[config.mk]
export PLATFORM = sky130hd
export DESIGN_NAME = regfile_port_arbiter
export DESIGN_NICKNAME = d
export VERILOG_FILES = /design/src/rtl/mips_pkg.sv /design/src/rtl/rf_result_fifo.sv /design/src/rtl/regfile_port_arbiter.sv
export SDC_FILE = /design/constraint.sdc
export NUM_CORES = 1
export LEC_CHECK = 0
export ABC_AREA = 0
export CAP_MARGIN = 20
export CORE_MARGIN = 1
export CORE_UTILIZATION = 45
export DETAILED_ROUTE_END_ITERATION = 10
export GPL_ROUTABILITY_DRIVEN = 0
export PLACE_DENSITY = 0.72
export SYNTH_ARGS = -nofsm -noshare
export SYNTH_HDL_FRONTEND = slang
export SYNTH_SLANG_ARGS = --single-unit
[constraint.sdc]
create_clock -name clk -period 2.85 [get_ports clk]
set_clock_uncertainty 0.05 [all_clocks]
set_input_delay 0.4275 -clock clk [delete_from_list [all_inputs] [get_ports clk]]
set_output_delay 0.4275 -clock clk [all_outputs]
set_load 0.01 [all_outputs]
[src/rtl/mips_pkg.sv]
// Shared register-file constants and the result FIFO entry type.
package mips_pkg;
  localparam int REG_ADDR_W = 5;
  localparam int DATA_W     = 32;
  localparam int NUM_REGS   = 32;
  localparam logic [REG_ADDR_W-1:0] REG_ZERO = 5'd0;

  typedef struct packed {
    logic [REG_ADDR_W-1:0] rd;
    logic [DATA_W-1:0]     data;
  } rf_entry_t;
endpackage

[src/rtl/rf_result_fifo.sv]
// Two-entry {rd, data} FIFO holding multi-cycle results until they win the write port.
module rf_result_fifo
  import mips_pkg::*;
(
  input  logic                  clk,
  input  logic                  rst_n,
  input  logic                  in_valid,
  output logic                  in_ready,
  input  logic [REG_ADDR_W-1:0] in_rd,
  input  logic [DATA_W-1:0]     in_data,
  output logic                  out_valid,
  output logic [REG_ADDR_W-1:0] out_rd,
  output logic [DATA_W-1:0]     out_data,
  input  logic                  pop
);

  rf_entry_t  mem_q [2];
  rf_entry_t  mem_d [2];
  logic       wr_ptr_q, wr_ptr_d;
  logic       rd_ptr_q, rd_ptr_d;
  logic [1:0] count_q, count_d;
  logic       push, deq;

  // Readiness looks only at the registered count, never at a same-cycle pop.
  assign in_ready  = (count_q != 2'd2);
  assign out_valid = (count_q != 2'd0);
  assign out_rd    = mem_q[rd_ptr_q].rd;
  assign out_data  = mem_q[rd_ptr_q].data;

  always_comb begin
    push     = in_valid & in_ready;
    deq      = pop & out_valid;
    mem_d    = mem_q;
    wr_ptr_d = wr_ptr_q;
    rd_ptr_d = rd_ptr_q;
    count_d  = count_q;
    if (push) begin
      mem_d[wr_ptr_q] = '{rd: in_rd, data: in_data};
      wr_ptr_d        = ~wr_ptr_q;
    end
    if (deq) rd_ptr_d = ~rd_ptr_q;
    case ({push, deq})
      2'b10:   count_d = count_q + 2'd1;
      2'b01:   count_d = count_q - 2'd1;
      default: count_d = count_q;
    endcase
  end

  always_ff @(posedge clk or negedge rst_n) begin
    if (!rst_n) begin
      mem_q[0] <= '0;
      mem_q[1] <= '0;
      wr_ptr_q <= 1'b0;
      rd_ptr_q <= 1'b0;
      count_q  <= 2'd0;
    end else begin
      mem_q    <= mem_d;
      wr_ptr_q <= wr_ptr_d;
      rd_ptr_q <= rd_ptr_d;
      count_q  <= count_d;
    end
  end

endmodule

[src/rtl/regfile_port_arbiter.sv]
// Shares the register file write port between WB and queued multi-cycle results,
// with a starvation bound and a pending-destination scoreboard for decode.
module regfile_port_arbiter
  import mips_pkg::*;
#(
  parameter int STARVE_MAX = 4
) (
  input  logic                  clk,
  input  logic                  rst_n,
  input  logic                  wb_we,
  input  logic [REG_ADDR_W-1:0] wb_rd,
  input  logic [DATA_W-1:0]     wb_data,
  output logic                  wb_hold,
  input  logic                  mc_valid,
  output logic                  mc_ready,
  input  logic [REG_ADDR_W-1:0] mc_rd,
  input  logic [DATA_W-1:0]     mc_data,
  input  logic                  issue_valid,
  input  logic [REG_ADDR_W-1:0] issue_rd,
  input  logic [REG_ADDR_W-1:0] rs,
  input  logic [REG_ADDR_W-1:0] rt,
  output logic                  busy_rs,
  output logic                  busy_rt,
  output logic                  rf_we,
  output logic [REG_ADDR_W-1:0] rf_rd,
  output logic [DATA_W-1:0]     rf_data
);

  localparam logic [2:0] SMAX = 3'(STARVE_MAX);

  logic                  head_valid;
  logic [REG_ADDR_W-1:0] head_rd;
  logic [DATA_W-1:0]     head_data;
  logic                  fifo_in_valid;
  logic                  wb_act, grant_fifo, pop;
  logic [2:0]            starve_q, starve_d;
  logic [NUM_REGS-1:0]   pending_q, pending_d;

  // Writes to $zero are accepted but never occupy a FIFO slot.
  assign fifo_in_valid = mc_valid & (mc_rd != REG_ZERO);

  rf_result_fifo u_fifo (
    .clk       (clk),
    .rst_n     (rst_n),
    .in_valid  (fifo_in_valid),
    .in_ready  (mc_ready),
    .in_rd     (mc_rd),
    .in_data   (mc_data),
    .out_valid (head_valid),
    .out_rd    (head_rd),
    .out_data  (head_data),
    .pop       (pop)
  );

  always_comb begin
    wb_act     = wb_we & (wb_rd != REG_ZERO);
    grant_fifo = head_valid & (~wb_act | (starve_q == SMAX));
    pop        = grant_fifo;
    wb_hold    = grant_fifo & wb_act;
    rf_we      = grant_fifo | wb_act;
    rf_rd      = grant_fifo ? head_rd   : wb_rd;
    rf_data    = grant_fifo ? head_data : wb_data;

    starve_d = starve_q;
    if (!head_valid || pop)     starve_d = 3'd0;
    else if (starve_q != SMAX)  starve_d = starve_q + 3'd1;

    // Clear first so a same-cycle issue to that register keeps it pending.
    pending_d = pending_q;
    if (pop) pending_d[head_rd] = 1'b0;
    if (issue_valid) pending_d[issue_rd] = 1'b1;
    pending_d[0] = 1'b0;
  end

  assign busy_rs = pending_q[rs];
  assign busy_rt = pending_q[rt];

  always_ff @(posedge clk or negedge rst_n) begin
    if (!rst_n) begin
      starve_q  <= 3'd0;
      pending_q <= '0;
    end else begin
      starve_q  <= starve_d;
      pending_q <= pending_d;
    end
  end

endmodule
* After elaboration in Yosys (flattened, before gate mapping) *
Cells that the tools add are included.

storage, ports and cells
  input bits = 94
  logic and storage cells = 73
  flip-flop bits (word level) = 112

operators by class
  eq/ne operators = 5
  bitwise operators = 16
  magnitude comparators = 9
  add/subtract/negate cells = 3
  muxes and demuxes = 21
  reduce and logical (&&, ||, !) cells = 10

operators with widths
  kind                   number
  $mux W37               4
  $mux W32               3
  $bwmux W74             1
  $demux W37 S1          1
  $and A32 B32 Y32       1
  $not A32 Y32           1
  $or A32 B32 Y32        1
  $lt A5 B6 Y1 const B   4
  $bmux W1 S5            2
  $demux W1 S5           2
  $ge A5 B1 Y1 const B   2
  $reduce_bool A5 Y1     2
  $and A1 B1 Y1          6
  $mux W3                2
  $reduce_bool A2 Y1     3
  $mux W5                1
  $ge A2 B2 Y1 const B   2
  $mux W1                4
  $not A1 Y2             2
  $pmux W2 S2            1
  $add A3 B1 Y3 const B  1
  $eq A3 B3 Y1 const B   1
  $logic_and A1 B1 Y1    3
  $ne A3 B3 Y1 const B   1
  other kinds (10)       13

* Longest topological paths before layout *
Gate-level depths: netlist (run 1).

  depth in word-level cells = 13
  gate-level depth with buffers = 12

* Modules after synthesis *
From an unflattened synthesis (run 1), not the netlist that was laid out.

unflattened totals
  cells, all modules = 525
  area, all modules = 6673.9 um2

by module, submodules not included
  module                cells each  times used  area each (um2)
  rf_result_fifo        214         1           3707.3
  regfile_port_arbiter  311         1           2966.6

* Worst setup path before layout (run 1) *
No wires, ideal clock.

  path type = input port to output port
  start = input wb_rd[2]
  end = output rf_data[23]
  cell stages on the path = 6
  data arrival time = 1.836 ns
  path slack = 0.537 ns
  data required time = 2.372 ns
  buffers on the path = 2
  cells stage by stage = or4_4 > o21ai_1 > nand2_1 > buf_2 > clkbuf_1 > o21ai_0

between the ends
  cells in the longest elaborated chain, start to end = 6

ends and longest elaborated chain
  what                line                        RTL
  start, declared     regfile_port_arbiter.sv:11  input logic [REG_ADDR_W-1:0] wb_rd,
  $reduce_bool A5 Y1  regfile_port_arbiter.sv:56  wb_act = wb_we & (wb_rd != REG_ZERO);
  $and A1 B1 Y1       regfile_port_arbiter.sv:56
  $not A1 Y1          regfile_port_arbiter.sv:57  grant_fifo = head_valid & (~wb_act | (starve_q == SMAX));
  $or A1 B1 Y1        regfile_port_arbiter.sv:57
  $and A1 B1 Y1       regfile_port_arbiter.sv:57
  $mux W32            regfile_port_arbiter.sv:62  rf_data = grant_fifo ? head_data : wb_data;
  end, declared       regfile_port_arbiter.sv:26  output logic [DATA_W-1:0] rf_data

No other way between the ends.

* Final worst setup path (run 1) *
  start = input wb_rd[0]
  end = output rf_we

between the ends
  cells in the longest elaborated chain, start to end = 6

ends and longest elaborated chain
  what                  line                        RTL
  $reduce_bool A5 Y1 *  regfile_port_arbiter.sv:56
  $and A1 B1 Y1 *       regfile_port_arbiter.sv:56
  $not A1 Y1            regfile_port_arbiter.sv:57
  $or A1 B1 Y1          regfile_port_arbiter.sv:57
  $and A1 B1 Y1         regfile_port_arbiter.sv:57
  $or A1 B1 Y1 *        regfile_port_arbiter.sv:60  rf_we = grant_fifo | wb_act;
  end, declared         regfile_port_arbiter.sv:24  output logic rf_we,

Mark *: on every way between the ends. The rest lies on a longest branch, timed or not.

==> results of run 1 <==
[where the power goes]
part           internal [W]  switching [W]
Clock              0.000862       0.000577
Sequential          0.00233       0.000535
Combinational       0.00193        0.00174
[critical path, stage by stage]
cell             delay [ns]
clkdlybuf4s50_1        0.46
or4_4                  0.47
o21ai_0                0.28
buf_4                  0.17
nand2_1                0.04
clkdlybuf4s50_1        0.50
[cell type report]
type                            count  share of cell area (%)
Multi-Input combinational cell    374                   38.31
Sequential cell                   112                   34.44
Timing Repair Buffer              166                   19.76
Clock buffer                       11                   2.858
Tap cell                          176                   2.705
Clock inverter                      5                   1.276
Inverter                           14                  0.6455
[how the worst max path moves through the flow]
| stage | slack [ns] | cells past startpoint | end |
|---|---|---|---|
| CTS | 0.008 | 8 | rf_rd[3] |
| floorplan | 0.54 | 6 | rf_data[23] |
| global placement | -0.45 | 7 | rf_rd[4] |
| global route | -0.01 | 8 | rf_rd[3] |
| detailed placement | -0.47 | 7 | rf_rd[2] |
| finish | 0.02 | 6 | rf_we |
[what timing repair did]
action | 4_1_cts | 5_1_grt
endpoints found under the setup margin | 41 | 38
pin swaps | 0 | 1
gates resized for setup | 48 | 26
cloned | 0 | 0
[kinds of logic (layout without fill, tap and decap cells)]
family                     after synthesis  count (layout)  synth area share (%)
buffers and inverters                   52             196                 4.543
adders and majority gates                3               3                0.6085
muxes                                  133             133                 25.51
AOI/OAI and AO/OA                      156             156                 16.37
DFF                                    112             112                 45.43
and+or+nand+nor                         77              77                 6.834
xor gates and xnor gates                 5               5                0.7098
[state kept, by name, summed over array words and instances, names as in the netlist]
name and count:
pending_q 31, starve_q 3, u_fifo.count_q 2, u_fifo.mem_q 74, u_fifo.rd_ptr_q 1, u_fifo.wr_ptr_q 1
[cell usage in the layout (no fill, tap or decap), types with 5 or more instances in the layout]
cell and count:
a21o_1 8, a21oi_1 5, buf_12 5, buf_4 26, clkbuf_16 9, clkdlybuf4s15_1 5, clkdlybuf4s50_1 92, dfrtp_1 111
dlygate4sd2_1 36, inv_1 14, mux2_2 56, mux2_4 19, mux2i_1 50, mux4_2 6, nand2_1 17, nand2b_1 7
nand3_1 15, nand3b_1 5, nor2_1 7, o21ai_0 66, o21ai_1 19, o221ai_1 6, o2bb2ai_1 10, o41ai_1 13
[routing by layer]
| metal | vias up | part of all wire, % | global-route usage, % | wire [µm] |
|---|---|---|---|---|
| li1 | 2288 | - | - | - |
| met1 | 2416 | 41 | 29.29 | 6579 |
| met2 | 200 | 49 | 38.84 | 7884 |
| met3 | 28 | 7.2 | 5.556 | 1146 |
| met4 | 0 | 2.5 | 10.13 | 402 |
| met5 | - | 0 | 0 | 0 |
[metrics by stage]
stage / setup TNS, ns / area [µm²]
2_1_floorplan: 0 / 6170
3_3_place_gp: -10.86 / 7815
3_5_place_dp: -12.28 / 7815
4_1_cts: 0 / 8112
5_1_grt: -0.01139 / 8142
6_report: 0 / 8142
==> results_tabular.tex, run 1 <==
\begin{tabular}{lr}
\hline
Metric & Value \\
\hline
\multicolumn{2}{l}{\textbf{STA}} \\
\quad Slew margin rel. & 43.45\% \\
\quad Total count of hold-check failures in the final report & 0 \\
\quad Worst hold margin & 0.01736 ns \\
\quad Pin slew with the least headroom to its limit & 0.8450 ns \\
\quad Final period util & 99.20\% \\
\quad Count of final max-slew check failures & 0 \\
\quad Post-layout worst setup margin & 0.02282 ns \\
\quad Achievable frequency & 0.3537 GHz \\
\quad Final critical delay including setup and external delays & 2.827 ns \\
\quad Final setup violation count & 0 \\
\multicolumn{2}{l}{\textbf{Yosys}} \\
\quad Sequential share of the synthesized area & 45.43\% \\
\quad Share of Yosys cell area claimed by the top area cell type & 45.43\% \\
\quad Total of warnings raised by yosys & 0 \\
\quad Cell taking the most area after synthesis & dfrtp\_1 \\
\quad Most numerous cell types in the synthesized netlist & dfrtp\_1, o21ai\_0, mux2\_2 \\
\quad Area of the mapped netlist & 6170 µm² \\
\quad Prevailing post-synth register cell & dfrtp\_1 \\
\quad Gate Count Post-Synth & 538 \\
\quad Synthesized area divided by synthesized cell count & 11.47 µm² \\
\quad Most used standard cell by instance count after synthesis & dfrtp\_1 \\
\quad Cell types with the largest area share after synthesis & dfrtp\_1, mux2\_2, mux2i\_1 \\
\quad Seq cells post-synth & 112 \\
\quad Number of distinct library cells after synthesis & 53 \\
\quad Fraction of registers with async set/reset & 100.0\% \\
\quad Number of enable-type register cells in the synthesized netlist & 0 \\
\quad Number of nets in the synthesized netlist & 635 \\
\multicolumn{2}{l}{\textbf{Clocking}} \\
\quad Clock sink total & 112 \\
\quad Maximum buffer depth of the clock tree & 2 \\
\quad Number of buffers added by the clock tree synthesis step & 9 \\
\quad Clock tree from TritonCTS & yes \\
\quad Clock transition time at the flip-flop clock pins of the worst setup and hold paths & 0.07 ns \\
\quad Hold buffer count at CTS & 0 \\
\quad Worst-Skew Late Latency & 0.35 ns \\
\quad Buffers inserted during post-CTS setup optimization & 0 \\
\quad H-tree Lvls & 3 \\
\quad Root cell of the clock tree & clkbuf\_16 \\
\multicolumn{2}{l}{\textbf{Placement}} \\
\quad HPWL after detailed placement & 11930 µm \\
\quad Worst setup slack before clock tree synthesis & -0.4744 ns \\
\quad Count of input and output buffers & 135 \\
\quad Placed Cells & 842 \\
\multicolumn{2}{l}{\textbf{Layout}} \\
\quad Fillers & 1096 \\
\quad Total inserted antenna cells & 0 \\
\quad Final Util & 61.24\% \\
\quad Number of nets in the final layout & 774 \\
\quad Layout cells sized above 1 & 20.82\% \\
\quad Non-filler cells in the finished layout & 858 \\
\quad Area used by sequential logic in the layout & 2804 µm² \\
\quad Area delta synth->final & 31.96\% \\
\quad Total area of multi-input combinational cells & 3119 µm² \\
\multicolumn{2}{l}{\textbf{Drt}} \\
\quad First-pass iteration count of the detailed router & 5 \\
\quad Average detailed-routed wire length per instance & 18.66 µm \\
\quad Vias/cell & 5.748 \\
\quad Total number of vias & 4932 \\
\quad Residual antenna-violating net count after detailed routing & 0 \\
\quad Routed WL & 16010 µm \\
\quad Number of violations reported at the end of detailed-routing iteration 0 & 237 \\
\quad Drt drc & 0 \\
\multicolumn{2}{l}{\textbf{Flow run}} \\
\quad Reported max-cap violation count & 0 \\
\multicolumn{2}{l}{\textbf{Floorplanning}} \\
\quad Number of I/O pins & 136 \\
\quad DIE WIDTH & 119.1 µm \\
\quad Number of cell rows & 42 \\
\quad Initial core utilization & 46.41\% \\
\quad Die Area & 14180 µm² \\
\quad Area of the core & 13300 µm² \\
\quad Vertical die dimension & 119.1 µm \\
\multicolumn{2}{l}{\textbf{Worst setup path}} \\
\quad Arr. time, crit path & 2.35 ns \\
\quad Reg2reg end & u\_fifo.count\_q[1] \\
\quad Slack of the worst reg-to-reg path & 0.70 ns \\
\quad Kind of start point of the critical path & input port \\
\quad Peak fanout along the critical path & 3 \\
\quad Worst setup startpoint & wb\_rd[0] \\
\quad Setup crit end kind & primary output \\
\quad R2r startpoint & starve\_q[0] \\
\quad Critical path data required time & 2.37 ns \\
\quad WS Path Type & in -> out \\
\quad Cells on worst reg2reg path & 11 \\
\multicolumn{2}{l}{\textbf{GRT}} \\
\quad Wire length of the first global-routing pass & 25900 µm \\
\quad Maximum number of pins on one net before global-route repair & 48 \\
\quad Number of global-route vias before repair & 5165 \\
\quad Initial antenna violation count & 0 \\
\quad Global-route total usage across every layer & 23.49\% \\
\quad Total congestion overflow & 0 \\
\multicolumn{2}{l}{\textbf{Power and ir drop}} \\
\quad P\_leak & 3.503 nW \\
\quad Total power divided by cell area & 979.2 nW/µm² \\
\quad Worst VDD drop & 0.4163 mV \\
\quad Total Power Consumption & 0.007972 W \\
\multicolumn{2}{l}{\textbf{Run status}} \\
\quad Run status & completed \\
\multicolumn{2}{l}{\textbf{Worst hold path}} \\
\quad Worst min-delay path category & in -> async \\
\hline
\end{tabular}
No activity file was read; power rests on OpenSTA's default activity.
==> run 2, diff against run 1 <==
Settings changed: TNS_END_PERCENT set to 5.
==> results_tabular.tex, run 2 (synthesized netlist as in run 1, its figures left out) <==
\begin{tabular}{lr}
\hline
Metric & Value \\
\hline
\multicolumn{2}{l}{\textbf{Clocking}} \\
\quad Maximum buffer depth of the clock tree & 2 \\
\quad H-tree Lvls & 3 \\
\quad Clock tree from TritonCTS & yes \\
\quad Clock transition time at the flip-flop clock pins of the worst setup and hold paths & 0.07 ns \\
\quad Worst-Skew Late Latency & 0.35 ns \\
\quad Hold buffer count at CTS & 0 \\
\quad Number of buffers added by the clock tree synthesis step & 9 \\
\quad Root cell of the clock tree & clkbuf\_16 \\
\quad Clock sink total & 112 \\
\multicolumn{2}{l}{\textbf{STA}} \\
\quad Pin slew with the least headroom to its limit & 0.8450 ns \\
\quad Post-layout worst setup margin & 0.02282 ns \\
\quad Achievable frequency & 0.3537 GHz \\
\quad Slew margin rel. & 43.45\% \\
\quad Final setup violation count & 0 \\
\quad RSZ-0062 raised after global routing & yes \\
\quad Final critical delay including setup and external delays & 2.827 ns \\
\quad Total count of hold-check failures in the final report & 0 \\
\quad Final period util & 99.20\% \\
\quad Count of final max-slew check failures & 0 \\
\quad Worst hold margin & 0.01736 ns \\
\multicolumn{2}{l}{\textbf{Floorplanning}} \\
\quad DIE WIDTH & 119.1 µm \\
\quad Vertical die dimension & 119.1 µm \\
\quad Die Area & 14180 µm² \\
\quad Initial core utilization & 46.41\% \\
\quad Area of the core & 13300 µm² \\
\quad Number of cell rows & 42 \\
\quad Number of I/O pins & 136 \\
\multicolumn{2}{l}{\textbf{Placement}} \\
\quad Placed Cells & 842 \\
\quad Worst setup slack before clock tree synthesis & -0.4744 ns \\
\quad HPWL after detailed placement & 11930 µm \\
\quad Total cell area at the placement stage & 7815 µm² \\
\quad Count of input and output buffers & 135 \\
\multicolumn{2}{l}{\textbf{Layout}} \\
\quad Highest-count cells in the layout ignoring fill and taps & dfrtp\_1, clkdlybuf4s50\_1, o21ai\_0 \\
\quad Largest register by flop count & u\_fifo.mem\_q \\
\quad Number of nets in the final layout & 774 \\
\quad Largest registers & u\_fifo.mem\_q: 74 flops, pending\_q: 31 flops, starve\_q: 3 flops \\
\quad Total inserted antenna cells & 0 \\
\quad Non-Filler Cell Area, Final & 8140 µm² \\
\quad Fillers & 1097 \\
\quad Non-filler cells in the finished layout & 858 \\
\quad Layout cells sized above 1 & 20.82\% \\
\quad Area delta synth->final & 31.94\% \\
\quad Commonest non-fill, non-tap cell in the layout & dfrtp\_1 \\
\quad Number of flip-flops in the largest register & 74 \\
\multicolumn{2}{l}{\textbf{Drt}} \\
\quad Drt drc & 0 \\
\quad First-pass iteration count of the detailed router & 5 \\
\quad Vias/cell & 5.748 \\
\quad Routed WL & 16010 µm \\
\quad Average detailed-routed wire length per instance & 18.66 µm \\
\quad Number of violations reported at the end of detailed-routing iteration 0 & 237 \\
\quad Total number of vias & 4932 \\
\quad Residual antenna-violating net count after detailed routing & 0 \\
\multicolumn{2}{l}{\textbf{Worst setup path}} \\
\quad Kind of start point of the critical path & input port \\
\quad Slack of the worst reg-to-reg path & 0.70 ns \\
\quad R2r startpoint & starve\_q[0] \\
\quad Arr. time, crit path & 2.35 ns \\
\quad Cells on worst reg2reg path & 11 \\
\quad Reg2reg end & u\_fifo.count\_q[1] \\
\quad Peak fanout along the critical path & 3 \\
\quad Setup crit end kind & primary output \\
\quad WS Path Type & in -> out \\
\quad Critical path data required time & 2.37 ns \\
\multicolumn{2}{l}{\textbf{Power and ir drop}} \\
\quad Total Power Consumption & 0.007971 W \\
\quad P\_leak & 3.504 nW \\
\quad Worst VDD drop & 0.4163 mV \\
\quad Total power divided by cell area & 979.2 nW/µm² \\
\multicolumn{2}{l}{\textbf{GRT}} \\
\quad Total congestion overflow & 0 \\
\quad Wire length of the first global-routing pass & 25900 µm \\
\quad Initial antenna violation count & 0 \\
\quad Global-route total usage across every layer & 23.49\% \\
\quad Number of global-route vias before repair & 5165 \\
\quad Maximum number of pins on one net before global-route repair & 48 \\
\multicolumn{2}{l}{\textbf{Flow run}} \\
\quad Reported max-cap violation count & 0 \\
\multicolumn{2}{l}{\textbf{Run status}} \\
\quad Run status & completed \\
\multicolumn{2}{l}{\textbf{Worst hold path}} \\
\quad Worst min-delay path category & in -> async \\
\hline
\end{tabular}
run 2: changes by cell type in the layout (fill, tap and decap cells not counted), sizes merged:
cell	previous run	this run
clkdlybuf4s15	5	4
dlygate4sd2	36	37
run 2: metal layers:
| layer | vias to the layer above | part of all wire [%] | GRT usage, % |
|---|---|---|---|
| met1 | 2416 | 41 | 29.29 |
| met4 | 0 | 2.5 | 10.13 |
| met5 | - | 0 | 0 |
| met3 | 28 | 7.2 | 5.556 |
| met2 | 200 | 49 | 38.84 |
| li1 | 2288 | - | - |
run 2: where the power goes:
group          switching (W)  leakage (nW)  total, W  internal [W]
Clock               0.000577         0.164   0.00144      0.000862
Sequential          0.000535          1.29   0.00286       0.00233
Combinational        0.00174          2.05   0.00367       0.00193
run 2: metrics by stage:
stage	setup TNS [ns]	util, %
after floorplan	0	-
after global placement	-10.86	58.78
after detailed placement	-12.28	58.78
after CTS	0	61.01
after global routing	-0.01175	61.23
final	0	61.23
run 2: area by class of cell:
cell class	instances	area (µm²)	area share (%)
inverters	14	52.55	0.6456
clock buffers	11	232.7	2.859
repair buffers	166	1608	19.75
multi-input cells	374	3119	38.32
clock inverters	5	103.9	1.276
well taps	176	220.2	2.705
flip-flops and latches	112	2804	34.45
run 2: worst max path at each step:
stage | startpoint | endpoint | cells past startpoint
floorplan | wb_rd[2] | rf_data[23] | 6
global placement | wb_rd[2] | rf_rd[4] | 7
detailed placement | wb_rd[2] | rf_rd[2] | 7
CTS | wb_rd[0] | rf_rd[3] | 8
global route | wb_rd[0] | rf_rd[3] | 8
finish | wb_rd[0] | rf_we | 6
run 2: what timing repair did:
item                                    4_1_cts  5_1_grt
buffers inserted                              0        0
resized for setup                            48       25
pin swaps                                     0        1
endpoints found under the setup margin       41       38
run 2: worst max-delay path, cell delays in order:
cell and delay, ns:
clkdlybuf4s50_1 0.46, or4_4 0.47, o21ai_0 0.28, buf_4 0.17, nand2_1 0.04, clkdlybuf4s50_1 0.50
==> run 3, diff against run 2 <==
Settings changed: MAX_ROUTING_LAYER set to met4, PLACE_DENSITY 0.72 to 0.71, SYNTH_HIERARCHICAL set to 1.
==> results_tabular.tex, run 3 <==
\begin{tabular}{lr}
\hline
Metric & Value \\
\hline
\multicolumn{2}{l}{\textbf{Run status}} \\
\quad Run status & completed \\
\multicolumn{2}{l}{\textbf{Yosys}} \\
\quad Synth Area in Adders & 0.5624\% \\
\quad Cell types with the largest area share after synthesis & dfrtp\_1, mux2\_4, mux2\_2 \\
\quad Area of the mapped netlist & 6674 µm² \\
\quad Total of warnings raised by yosys & 6 \\
\quad Number of enable-type register cells in the synthesized netlist & 0 \\
\quad Most used standard cell by instance count after synthesis & dfrtp\_1 \\
\quad Most numerous cell types in the synthesized netlist & dfrtp\_1, mux2\_4, a21oi\_1 \\
\quad Area fraction in compound gates after synthesis & 9.974\% \\
\quad Number of nets in the synthesized netlist & 622 \\
\quad Post-synthesis xor/xnor area fraction & 0.6562\% \\
\quad Fraction of registers with async set/reset & 100.0\% \\
\quad Sequential share of the synthesized area & 41.99\% \\
\quad Number of distinct library cells after synthesis & 45 \\
\quad Synthesized area divided by synthesized cell count & 12.71 µm² \\
\quad Seq cells post-synth & 112 \\
\quad Gate Count Post-Synth & 525 \\
\quad Prevailing post-synth register cell & dfrtp\_1 \\
\quad Share of synthesized area spent on multiplexers & 34.91\% \\
\quad Cell taking the most area after synthesis & dfrtp\_1 \\
\quad Fraction of the mapped netlist area in simple logic gates & 6.318\% \\
\quad Share of Yosys cell area claimed by the top area cell type & 41.99\% \\
\quad Combinational family with the most area after synthesis & multiplexers \\
\multicolumn{2}{l}{\textbf{Layout}} \\
\quad Number of flip-flops in the largest register & 74 \\
\quad Commonest non-fill, non-tap cell in the layout & dfrtp\_1 \\
\quad Total inserted antenna cells & 0 \\
\quad Area delta synth->final & 26.08\% \\
\quad Fillers & 1180 \\
\quad Number of nets in the final layout & 752 \\
\quad Area used by sequential logic in the layout & 2803 µm² \\
\quad Largest registers & u\_fifo/mem\_q: 74 flops, pending\_q: 31 flops, starve\_q: 3 flops \\
\quad Non-filler cells in the finished layout & 843 \\
\quad Layout cells sized above 1 & 36.57\% \\
\quad Highest-count cells in the layout ignoring fill and taps & dfrtp\_1, mux2\_4, clkdlybuf4s50\_1 \\
\quad Largest register by flop count & u\_fifo/mem\_q \\
\quad Total area of multi-input combinational cells & 3507 µm² \\
\multicolumn{2}{l}{\textbf{GRT}} \\
\quad Wire length of the first global-routing pass & 25850 µm \\
\quad Met2 capacity usage during global routing & 35.52\% \\
\quad Global-route track usage on met1 & 29.43\% \\
\quad Global-route track usage on met3 & 3.755\% \\
\quad Total congestion overflow & 0 \\
\quad Initial antenna violation count & 0 \\
\quad Global-route total usage across every layer & 22.78\% \\
\quad Number of global-route vias before repair & 4995 \\
\quad Maximum number of pins on one net before global-route repair & 62 \\
\quad Highest-utilization routing layer at the global route stage & met2 \\
\multicolumn{2}{l}{\textbf{Drt}} \\
\quad First-pass iteration count of the detailed router & 4 \\
\quad Vias/cell & 5.735 \\
\quad Residual antenna-violating net count after detailed routing & 0 \\
\quad Routed WL & 16210 µm \\
\quad Drt drc & 0 \\
\quad Number of violations reported at the end of detailed-routing iteration 0 & 242 \\
\quad Average detailed-routed wire length per instance & 19.23 µm \\
\quad Total number of vias & 4835 \\
\multicolumn{2}{l}{\textbf{Worst setup path}} \\
\quad Delay of the slowest critical-path stage & 0.41 ns \\
\quad Slack of the worst reg-to-reg path & 0.42 ns \\
\quad Cell count along the critical path & 8 \\
\quad Reg2reg end & u\_fifo/count\_q[1] \\
\quad Setup crit end kind & primary output \\
\quad Worst setup startpoint & wb\_rd[1] \\
\quad Peak fanout along the critical path & 7 \\
\quad R2r startpoint & u\_fifo/count\_q[0] \\
\quad Kind of cell adding the most delay to the critical path & buffers and inverters \\
\quad Cell chain of the critical path & dlygate4sd2\_1 > or4\_1 > o21a\_2 > a21bo\_4 > buf\_6 > buf\_16 > mux2\_4 > buf\_6 \\
\quad Most common cell on crit path & buf\_6 \\
\quad Slowest-stage cell, CP & or4\_1 \\
\quad Arr. time, crit path & 2.34 ns \\
\quad Kind of start point of the critical path & input port \\
\quad WS Path Type & in -> out \\
\quad Critical path data required time & 2.37 ns \\
\quad Cells on worst reg2reg path & 8 \\
\quad Critical Path Sink & rf\_data[6] \\
\quad Total buffers and inverters traversed by the critical path & 4 \\
\multicolumn{2}{l}{\textbf{STA}} \\
\quad Setup TNS & 0 ns \\
\quad Post-layout worst setup margin & 0.03129 ns \\
\quad Slew margin rel. & 48.01\% \\
\quad RSZ-0062 raised after global routing & yes \\
\quad Final setup violation count & 0 \\
\quad Worst hold margin & 0.08183 ns \\
\quad Final period util & 98.90\% \\
\quad Final critical delay including setup and external delays & 2.819 ns \\
\quad Count of final max-slew check failures & 0 \\
\quad Total count of hold-check failures in the final report & 0 \\
\quad Pin slew with the least headroom to its limit & 0.7798 ns \\
\quad Achievable frequency & 0.3548 GHz \\
\multicolumn{2}{l}{\textbf{Floorplanning}} \\
\quad Number of cell rows & 44 \\
\quad Vertical die dimension & 123.8 µm \\
\quad Initial core utilization & 46.09\% \\
\quad Area of the core & 14480 µm² \\
\quad DIE WIDTH & 123.8 µm \\
\quad Die Area & 15320 µm² \\
\quad Number of I/O pins & 136 \\
\multicolumn{2}{l}{\textbf{Clocking}} \\
\quad Clock tree from TritonCTS & yes \\
\quad Clock sink total & 112 \\
\quad Root cell of the clock tree & clkbuf\_16 \\
\quad Number of buffers added by the clock tree synthesis step & 9 \\
\quad H-tree Lvls & 3 \\
\quad Maximum buffer depth of the clock tree & 2 \\
\quad Hold buffer count at CTS & 0 \\
\quad Clock transition time at the flip-flop clock pins of the worst setup and hold paths & 0.08 ns \\
\quad Worst-Skew Late Latency & 0.35 ns \\
\multicolumn{2}{l}{\textbf{Power and ir drop}} \\
\quad Total Power Consumption & 0.008776 W \\
\quad Worst VDD drop & 0.4754 mV \\
\quad P\_leak & 3.680 nW \\
\quad Total power divided by cell area & 1043 nW/µm² \\
\multicolumn{2}{l}{\textbf{Placement}} \\
\quad Worst setup slack before clock tree synthesis & -0.5250 ns \\
\quad HPWL after detailed placement & 10920 µm \\
\quad Placed Cells & 823 \\
\quad Count of input and output buffers & 135 \\
\multicolumn{2}{l}{\textbf{Worst hold path}} \\
\quad Worst min-delay path category & in -> async \\
\multicolumn{2}{l}{\textbf{Flow run}} \\
\quad Reported max-cap violation count & 0 \\
\hline
\end{tabular}
[run 3: cell count changes in the layout (fill, tap and decap cells not counted), moves of 10 or more]
cell | before | now
mux2_4 | 19 | 90
o21ai_0 | 66 | 0
a21oi_1 | 5 | 65
dlygate4sd2_1 | 37 | 6
mux2i_1 | 50 | 19
buf_2 | 0 | 22
a211oi_1 | 2 | 23
o21ai_1 | 19 | 0
o41ai_1 | 13 | 0
o2bb2ai_1 | 10 | 0
[run 3: how the worst min path moves through the flow]
stage                             to  slack, ns        start  cells after the start
finish              u_fifo/mem_q[10]       0.08        rst_n                      1
detailed placement       starve_q[0]       0.42  starve_q[0]                      1
global placement         starve_q[0]       0.39  starve_q[0]                      1
CTS                 u_fifo/mem_q[10]       0.12        rst_n                      1
global route        u_fifo/mem_q[45]       0.15        rst_n                      1
floorplan              pending_q[10]       0.08        rst_n                      0
[run 3: power by group]
| group | internal (W) | leakage [nW] | switching, W |
|---|---|---|---|
| registers | 0.00239 | 1.34 | 0.000560 |
| logic | 0.00264 | 2.20 | 0.00192 |
| clock network | 0.000687 | 0.144 | 0.000583 |
| total | 0.00572 | 3.68 | 0.00306 |
[run 3: logic make-up (layout without fill, tap and decap cells)]
logic type	after synthesis	count (layout)
xor gates and xnor gates	5	5
DFF	112	112
buffers and inverters	48	182
adders and majority gates	3	3
muxes	173	173
and+or+nand+nor	75	75
AOI/OAI and AO/OA	109	109
[run 3: repair_timing]
action / 4_1_cts / 5_1_grt
endpoints found under the setup margin: 41 / 18
buffers inserted: 1 / 1
gates cloned: 3 / 0
gates resized for setup: 159 / 4
pin swaps: 3 / 2
[run 3: cell type report]
cell class / count / share of cell area (%)
multi-input cells: 365 / 41.68
flip-flops and latches: 112 / 33.31
repair buffers: 161 / 18.50
inverters: 6 / 0.2825
clock inverters: 5 / 0.7732
well taps: 184 / 2.736
clock buffers: 10 / 2.721
[run 3: layer usage]
| layer | wire, µm | part of all wire (%) |
|---|---|---|
| met3 | 1029 | 6.3 |
| met2 | 7939 | 49 |
| met1 | 6890 | 43 |
| met4 | 348 | 2.1 |
| met5 | 0 | 0 |
[run 3: stage by stage]
step           area, µm²  util, %
4_1_cts             8412    58.10
5_1_grt             8414    58.11
2_1_floorplan       6674        -
3_5_place_dp        8112    56.02
6_report            8414    58.11
3_3_place_gp        8112    56.02
